<file path="src/rtl/isp8_ext_bus_arb.sv">
// External port bus arbiter: stretches single-cycle core strobes and DMA requests into
// held, ack-terminated bus cycles, with a 1-deep core pending buffer and a hang timeout.
module isp8_ext_bus_arb #(
  parameter int PORT_AW     = 8,
  parameter int TIMEOUT_CYC = 16
) (
  input  logic               clk,
  input  logic               rst_n,
  input  logic [PORT_AW-1:0] cpu_addr,
  input  logic [7:0]         cpu_dout,
  input  logic               cpu_mem_wr,
  input  logic               cpu_mem_rd,
  input  logic               cpu_io_wr,
  input  logic               cpu_io_rd,
  output logic               cpu_stall,
  output logic [7:0]         cpu_din,
  output logic               cpu_din_vld,
  input  logic               dma_req,
  input  logic               dma_we,
  input  logic               dma_io,
  input  logic [PORT_AW-1:0] dma_addr,
  input  logic [7:0]         dma_dout,
  output logic               dma_gnt,
  output logic               dma_done,
  output logic [7:0]         dma_din,
  output logic [PORT_AW-1:0] bus_addr,
  output logic [7:0]         bus_dout,
  output logic               bus_mem_wr,
  output logic               bus_mem_rd,
  output logic               bus_io_wr,
  output logic               bus_io_rd,
  input  logic [7:0]         bus_din,
  input  logic               bus_ack,
  output logic               bus_err
);

  localparam int CW = $clog2(TIMEOUT_CYC);
  localparam logic [CW-1:0] TMO_LAST = CW'(TIMEOUT_CYC - 1);

  typedef enum logic [1:0] {IDLE, CPU_ACC, DMA_ACC, DONE} state_t;

  state_t             state;
  logic               pend_vld;
  logic [3:0]         pend_kind;
  logic [PORT_AW-1:0] pend_addr;
  logic [7:0]         pend_dout;
  logic [3:0]         bus_kind;
  logic [CW-1:0]      tmo_cnt;

  // Access kind vectors are one-hot {mem_wr, mem_rd, io_wr, io_rd}.
  logic [3:0]         cpu_kind;
  logic               cpu_any;
  logic [3:0]         dma_kind;
  logic [3:0]         sel_kind;
  logic [PORT_AW-1:0] sel_addr;
  logic [7:0]         sel_dout;
  logic               acc_end;
  logic               acc_rd;
  logic [7:0]         rd_val;

  assign cpu_kind = {cpu_mem_wr, cpu_mem_rd, cpu_io_wr, cpu_io_rd};
  assign cpu_any  = |cpu_kind;
  assign dma_kind = {~dma_io & dma_we, ~dma_io & ~dma_we, dma_io & dma_we, dma_io & ~dma_we};

  // A buffered access always predates a live strobe, so it is served first.
  assign sel_kind = pend_vld ? pend_kind : cpu_kind;
  assign sel_addr = pend_vld ? pend_addr : cpu_addr;
  assign sel_dout = pend_vld ? pend_dout : cpu_dout;

  assign acc_end = bus_ack || (tmo_cnt == TMO_LAST);
  assign acc_rd  = bus_kind[2] | bus_kind[0];
  assign rd_val  = bus_ack ? bus_din : 8'hFF;

  assign {bus_mem_wr, bus_mem_rd, bus_io_wr, bus_io_rd} = bus_kind;
  assign cpu_stall = cpu_any | pend_vld | (state == CPU_ACC);

  always_ff @(posedge clk or negedge rst_n) begin
    if (!rst_n) begin
      state       <= IDLE;
      pend_vld    <= 1'b0;
      pend_kind   <= '0;
      pend_addr   <= '0;
      pend_dout   <= '0;
      bus_kind    <= '0;
      bus_addr    <= '0;
      bus_dout    <= '0;
      tmo_cnt     <= '0;
      cpu_din     <= '0;
      cpu_din_vld <= 1'b0;
      dma_din     <= '0;
      dma_gnt     <= 1'b0;
      dma_done    <= 1'b0;
      bus_err     <= 1'b0;
    end else begin
      cpu_din_vld <= 1'b0;
      dma_done    <= 1'b0;
      bus_err     <= 1'b0;

      if (cpu_any && state != IDLE) begin
        pend_vld  <= 1'b1;
        pend_kind <= cpu_kind;
        pend_addr <= cpu_addr;
        pend_dout <= cpu_dout;
      end

      case (state)
        IDLE: begin
          tmo_cnt <= '0;
          if (pend_vld || cpu_any) begin
            state    <= CPU_ACC;
            pend_vld <= 1'b0;
            bus_kind <= sel_kind;
            bus_addr <= sel_addr;
            bus_dout <= sel_dout;
          end else if (dma_req) begin
            state    <= DMA_ACC;
            dma_gnt  <= 1'b1;
            bus_kind <= dma_kind;
            bus_addr <= dma_addr;
            bus_dout <= dma_dout;
          end
        end
        CPU_ACC, DMA_ACC: begin
          if (acc_end) begin
            // A timed-out access completes like a normal one so the master never hangs.
            state    <= DONE;
            bus_kind <= '0;
            tmo_cnt  <= '0;
            bus_err  <= ~bus_ack;
            if (state == CPU_ACC) begin
              cpu_din_vld <= 1'b1;
              if (acc_rd) cpu_din <= rd_val;
            end else begin
              dma_done <= 1'b1;
              dma_gnt  <= 1'b0;
              if (acc_rd) dma_din <= rd_val;
            end
          end else begin
            tmo_cnt <= tmo_cnt + 1'b1;
          end
        end
        DONE: state <= IDLE;
        default: state <= IDLE;
      endcase
    end
  end

  // The core is stalled whenever it cannot be accepted, so this never fires in a legal system.
  always @(posedge clk) begin
    if (rst_n) assert (!(cpu_any && (pend_vld || state == CPU_ACC)));
  end

endmodule

</file>
<file path="config.mk">
export PLATFORM = sky130hd
export DESIGN_NAME = isp8_ext_bus_arb
export DESIGN_NICKNAME = d
export VERILOG_FILES = /design/src/rtl/isp8_ext_bus_arb.sv
export SDC_FILE = /design/constraint.sdc
export NUM_CORES = 1
export LEC_CHECK = 0
export ABC_AREA = 1
export BUFFER_PORTS_ARGS = -buffer_cell sky130_fd_sc_hd__buf_2
export CAP_MARGIN = 0
export CORE_MARGIN = 10
export CORE_UTILIZATION = 36
export CTS_CLUSTER_SIZE = 16
export DETAILED_ROUTE_END_ITERATION = 12
export PLACE_DENSITY = 0.56
export SYNTH_ARGS = -nofsm -noshare
export SYNTH_HDL_FRONTEND = slang
export SYNTH_SLANG_ARGS = --single-unit
</file>
<file path="constraint.sdc">
create_clock -name clk -period 3.91 [get_ports clk]
set_input_delay 0.391 -clock clk [delete_from_list [all_inputs] [get_ports clk]]
set_output_delay 0.391 -clock clk [all_outputs]
set_load 0.01 [all_outputs]
</file>
Word level (Yosys, flattened, before mapping). Index checks and enable logic that the tools add are counted.

Register bits: 67. Input bits: 50. Output and inout port bits: 41. Logic and storage cells: 85.

$add $sub $neg: 1. Equal/unequal tests: 9. Multiplexer cells: 34. Bitwise logic cells: 11. Reductions and logical operators: 15.

Operators by type and width (count): 8-bit 2-to-1 mux (7); 4-bit 2-to-1 mux (5); 4-bit one-hot mux with 2 select lines (2); 1-bit 2-to-1 mux (15); 2-bit inequality test (second input constant) (4); 4-bit AND reduction (2); 2-bit 2-to-1 mux (3); 2-bit one-hot mux with 3 select lines (1); 2-bit nonzero test (3); 5-bit AND reduction (1); 4-bit by 1-bit adder with 4-bit output (second input constant) (1); 1-bit bitwise AND (4); 2-bit == test (second input constant) (2); 4-bit == test (second input constant) (1); 1-bit NOT (4); 2-bit AND reduction (2); 4-bit OR reduction (1); 3-bit inequality test (second input constant) (1); 1-bit bitwise OR (3); 3-bit AND reduction (1); 2-bit by 1-bit == test with 1-bit output (second input constant) (1); 2-bit zero test (1); 1-bit logical OR (2); 1-bit one-hot mux with 2 select lines (1); 2 further kinds (2).

Logic depth before layout (Yosys ltp).
Depth in word-level cells: 5. Depth in mapped cells: 11. Mapped depth without buffers: 10.

Least setup slack after synthesis. No wires, ideal clock.

Kind: reg2reg. From: register state[0]. To: register dma_gnt. Setup time: 0.117 ns. Arrival: 1.468 ns. Required time: 3.793 ns. Path slack: 2.325 ns. Stages on the path, launching flop included: 12. Path buffers: 1. Period minus slack after synthesis: 1.585 ns. Cells stage by stage: dfrtp_1 -> inv_1 -> ha_1 -> inv_1 -> buf_4 -> nor2_1 -> nand2_1 -> inv_1 -> nor2_1 -> nand3_1 -> nand2_1 -> nand2_1.

Word-level cells in the longest chain between the ends: 4. Elaborated cells on any way between the ends: 11. Those cells by class: eq/ne: 6; mux: 1; reduce/logical: 4.

RTL lines: start: declaration (line 42) `state_t state;`; start signal: assignment (line 79) `state <= IDLE;`; start signal: assignment (line 110) `state <= CPU_ACC;`; start signal: assignment (line 116) `state <= DMA_ACC;`; 2-bit by 1-bit == test with 1-bit output / 2-bit == test (equally long branches) (line 106, 130); 2-bit OR reduction (line 106) `case (state)`; 2-bit inequality test (no line) / 2-bit nonzero test (equally long branches); 5-bit AND reduction (no line); end signal: assignment (line 91) `dma_gnt <= 1'b0;`; end signal: assignment (line 117) `dma_gnt <= 1'b1;`; end signal: assignment (line 135) `dma_gnt <= 1'b0;`; end: declaration (line 23) `output logic dma_gnt,`.

Parallel ways exist; a longest one is shown, timed or not. A chain may end at the register's enable or synchronous reset.

Worst setup path in the final report.
From: register state[0]. To: output cpu_stall.

Word-level cells in the longest chain between the ends: 2.

RTL lines: 2-bit by 1-bit == test with 1-bit output (line 75) `assign cpu_stall = cpu_any | pend_vld | (state == CPU_ACC);`; 1-bit bitwise OR (line 75); end: declaration (line 15) `output logic cpu_stall,`.

Every way passes these cells.

==> impl_metrics.toml <==
[drt]
wl_um = 8610
vias_per_cell = 4.60
dr.first_iter.drc_count = 167
vias = 2901
ant_nets = 0
drc = 0
drt-pass1-iter-count = 4
wl_per_cell_um = 13.6

[global_route]
globalRouteMet1Util_pct = 16.4
grtUsageMet3_pct = 4.11
grt_first_pass_wirelength_um = 13900
grt.total_usage_pct = 12.9
grt_pass1_vias = 2884
grt_busiest_layer = "met2"
antenna_found_initial = 0
grt_max_degree = 68
grt-ovfl-total = 0
met2_usage_pct = 19.9

[placement]
pre_cts_slack_ns = 1.99
port_buffers = 90
dp_hpwl_um = 6410
gp_congestion = 0.768
dp_cells = 615

[clocking]
htreeDepth = 3
root_buffer = "clkbuf_8"
ctsHoldBuffers = 0
cts_inserted_buffers = 9
clock-sinks = 67
clock_path_buffers = 2
tritoncts = "built"
insertion_delay_ns = 0.34
cts.reportedPaths.clkPinSlew_ns = 0.07
post_cts_resized = 0
postCtsSetupBuffers = 0

[logic_synthesis]
synth_compound_area_share_pct = 11.9
yosysTopAreaCell = "dfrtp_1"
synth.area.mux_share_pct = 0
yosysMostFrequentCell = "nand2_1"
ys_ff_latch = 67
synthDistinctLibCells = 25
synthDominantCellAreaShare_pct = 49.8
ys.warnings.count = 0
synthFlopType = "dfrtp_1"
synth_edf_count = 0
yosys.area_share.simple_pct = 26.4
synth_area_per_cell_um2 = 7.85
synth_nets = 485
netlist_top_cells_count = "143 x nand2_1, 67 x dfrtp_1, 57 x o21ai_0"
synth-xor-area-share_pct = 0.780
synth-seq-area-share_pct = 49.8
synth_area_um2 = 3370
synth_top_family_by_area = "simple AND/OR/NAND/NOR gates"
ys_async_sr_fraction_pct = 100
postSynthCellCount = 429
synthTopCellsByArea = "dfrtp_1 50%, nand2_1 16%, o21ai_0 8.5%"
synth_fa_ha_area_share_pct = 2.23

[floorplan]
num_rows = 35
die_area_um2 = 13600
die_x_um = 117
ioPinCount = 91
initial_core_util_pct = 36.8
die_h_um = 117
coreArea_um2 = 9150

[finish]
syn_to_final_growth_pct = 20.5
final_cells = 631
n_antenna_cell = 0
layout.nets = 571
drive_gt1_share_pct = 24.8

[setup_path]
setup.worst_path.start = "state[0]"
worstPathArrival_ns = 1.44
regToRegStartpoint = "state[0]"
cp_max_fo = 5
crit_type = "reg -> out"
crit_path_end_kind = "output pin"
crit_path_start_kind = "flop"
worstPathRequired_ns = 3.52

[timing]
fin_crit_sh_pct = 46.8
hold_violations = 0
tightest_slew_ns = 0.840
fin_crit_ns = 1.83
slew_headroom_pct = 44.0
setup_viol = 0
drv_slew = 0
setup_slack_ns = 2.08
hold_slack_ns = 0.226
skew_ns = 0.0109
fin_setup_tns_ns = 0
rsz0062_at_grt = "no"
fmax_ghz = 0.546

[power_and_ir_drop]
cellLeakagePower_uw = 0.00228
total_power_uw = 3260
power_density_nw_per_um2 = 804
peakVddDrop_v = 0.000321

[run]
maxCapViolations = 0

[worst_hold_path]
hold_path.class = "in -> async"

[status]
outcome = "completed"
power breakdown:
group	total (uW)	leakage (uW)	internal, uW	switching [uW]
combinational	1500	0.00136	537	966
sequential	1190	0.000830	1020	172
clock	565	0.0000950	292	274
total	3260	0.00228	1850	1410
path summary, 6_finish.rpt:
| check | end | slack, ns | cells past startpoint |
|---|---|---|---|
| min in group clk | bus_err | 0.26 | 2 |
| min | pend_dout[5] | 0.23 | 2 |
| min reg2reg | pend_kind[0] | 0.48 | 2 |
| max | cpu_stall | 2.08 | 4 |
| max reg2reg | dma_gnt | 2.09 | 10 |
| max in group asynchronous | tmo_cnt[1] | 3.14 | 2 |
cell type report:
class | instances | area, um2
fill | 950 | 5090
tap | 111 | 139
clock buffer | 9 | 124
sequential | 67 | 1680
clock inverter | 7 | 68.8
multi-input combinational | 293 | 1390
inverter | 52 | 195
timing repair buffer | 92 | 465
through the flow:
stage / instance area, um2 / util (%)
floorplan: 3370 / -
global placement: 3870 / 42.2
detailed placement: 3870 / 42.2
CTS: 4060 / 44.3
global route: 4060 / 44.3
finish: 4060 / 44.3
cells by family after synthesis:
family                   after synthesis
flip-flops                            67
adder cells (fa/ha/maj)                6
XOR/XNOR                               3
AO/OA/AOI/OAI                         74
buffers and inverters                 69
AND/OR/NAND/NOR                      210
critical path, cell delays in order (launching register included):
cell and delay [ns]:
dfrtp_1 0.43, ha_1 0.25, inv_1 0.11, nand4_1 0.14, buf_2 0.17
per-layer routing:
metal / vias up / wire length, um
met1: 1317 / 3930
met2: 70 / 4040
li1: 1509 / -
met3: 5 / 559
met5: - / 0
met4: 0 / 72
flip-flops by register name, indices dropped and copies added (netlist names), 2 cells and up:
signal / count
bus_kind: 4
dma_din: 8
state: 2
bus_addr: 8
pend_dout: 8
tmo_cnt: 4
pend_addr: 8
pend_kind: 4
bus_dout: 8
cpu_din: 8
layout by cell type, fill, tap and decap left out:
cell	synthesis	layout
a21oi_1	2	2
buf_2	9	90
buf_4	2	2
bufinv_16	0	1
clkbuf_8	0	9
clkinv_2	0	3
clkinv_4	0	1
clkinvlp_4	0	2
dfrtp_1	67	67
ha_1	6	6
inv_1	49	49
inv_2	3	3
nand2_1	143	143
nand2_2	2	2
nand2_4	2	2
nand3_1	19	19
nand3_2	1	1
nand3_4	1	1
nand4_1	5	5
nor2_1	30	30
nor2_2	2	2
nor2_4	2	2
nor3_1	3	3
o21ai_0	57	57
o21ai_1	7	7
o21ai_2	8	8
xnor2_1	1	1
xor2_1	2	2
Note: power is estimated with default switching activity, not from simulation.
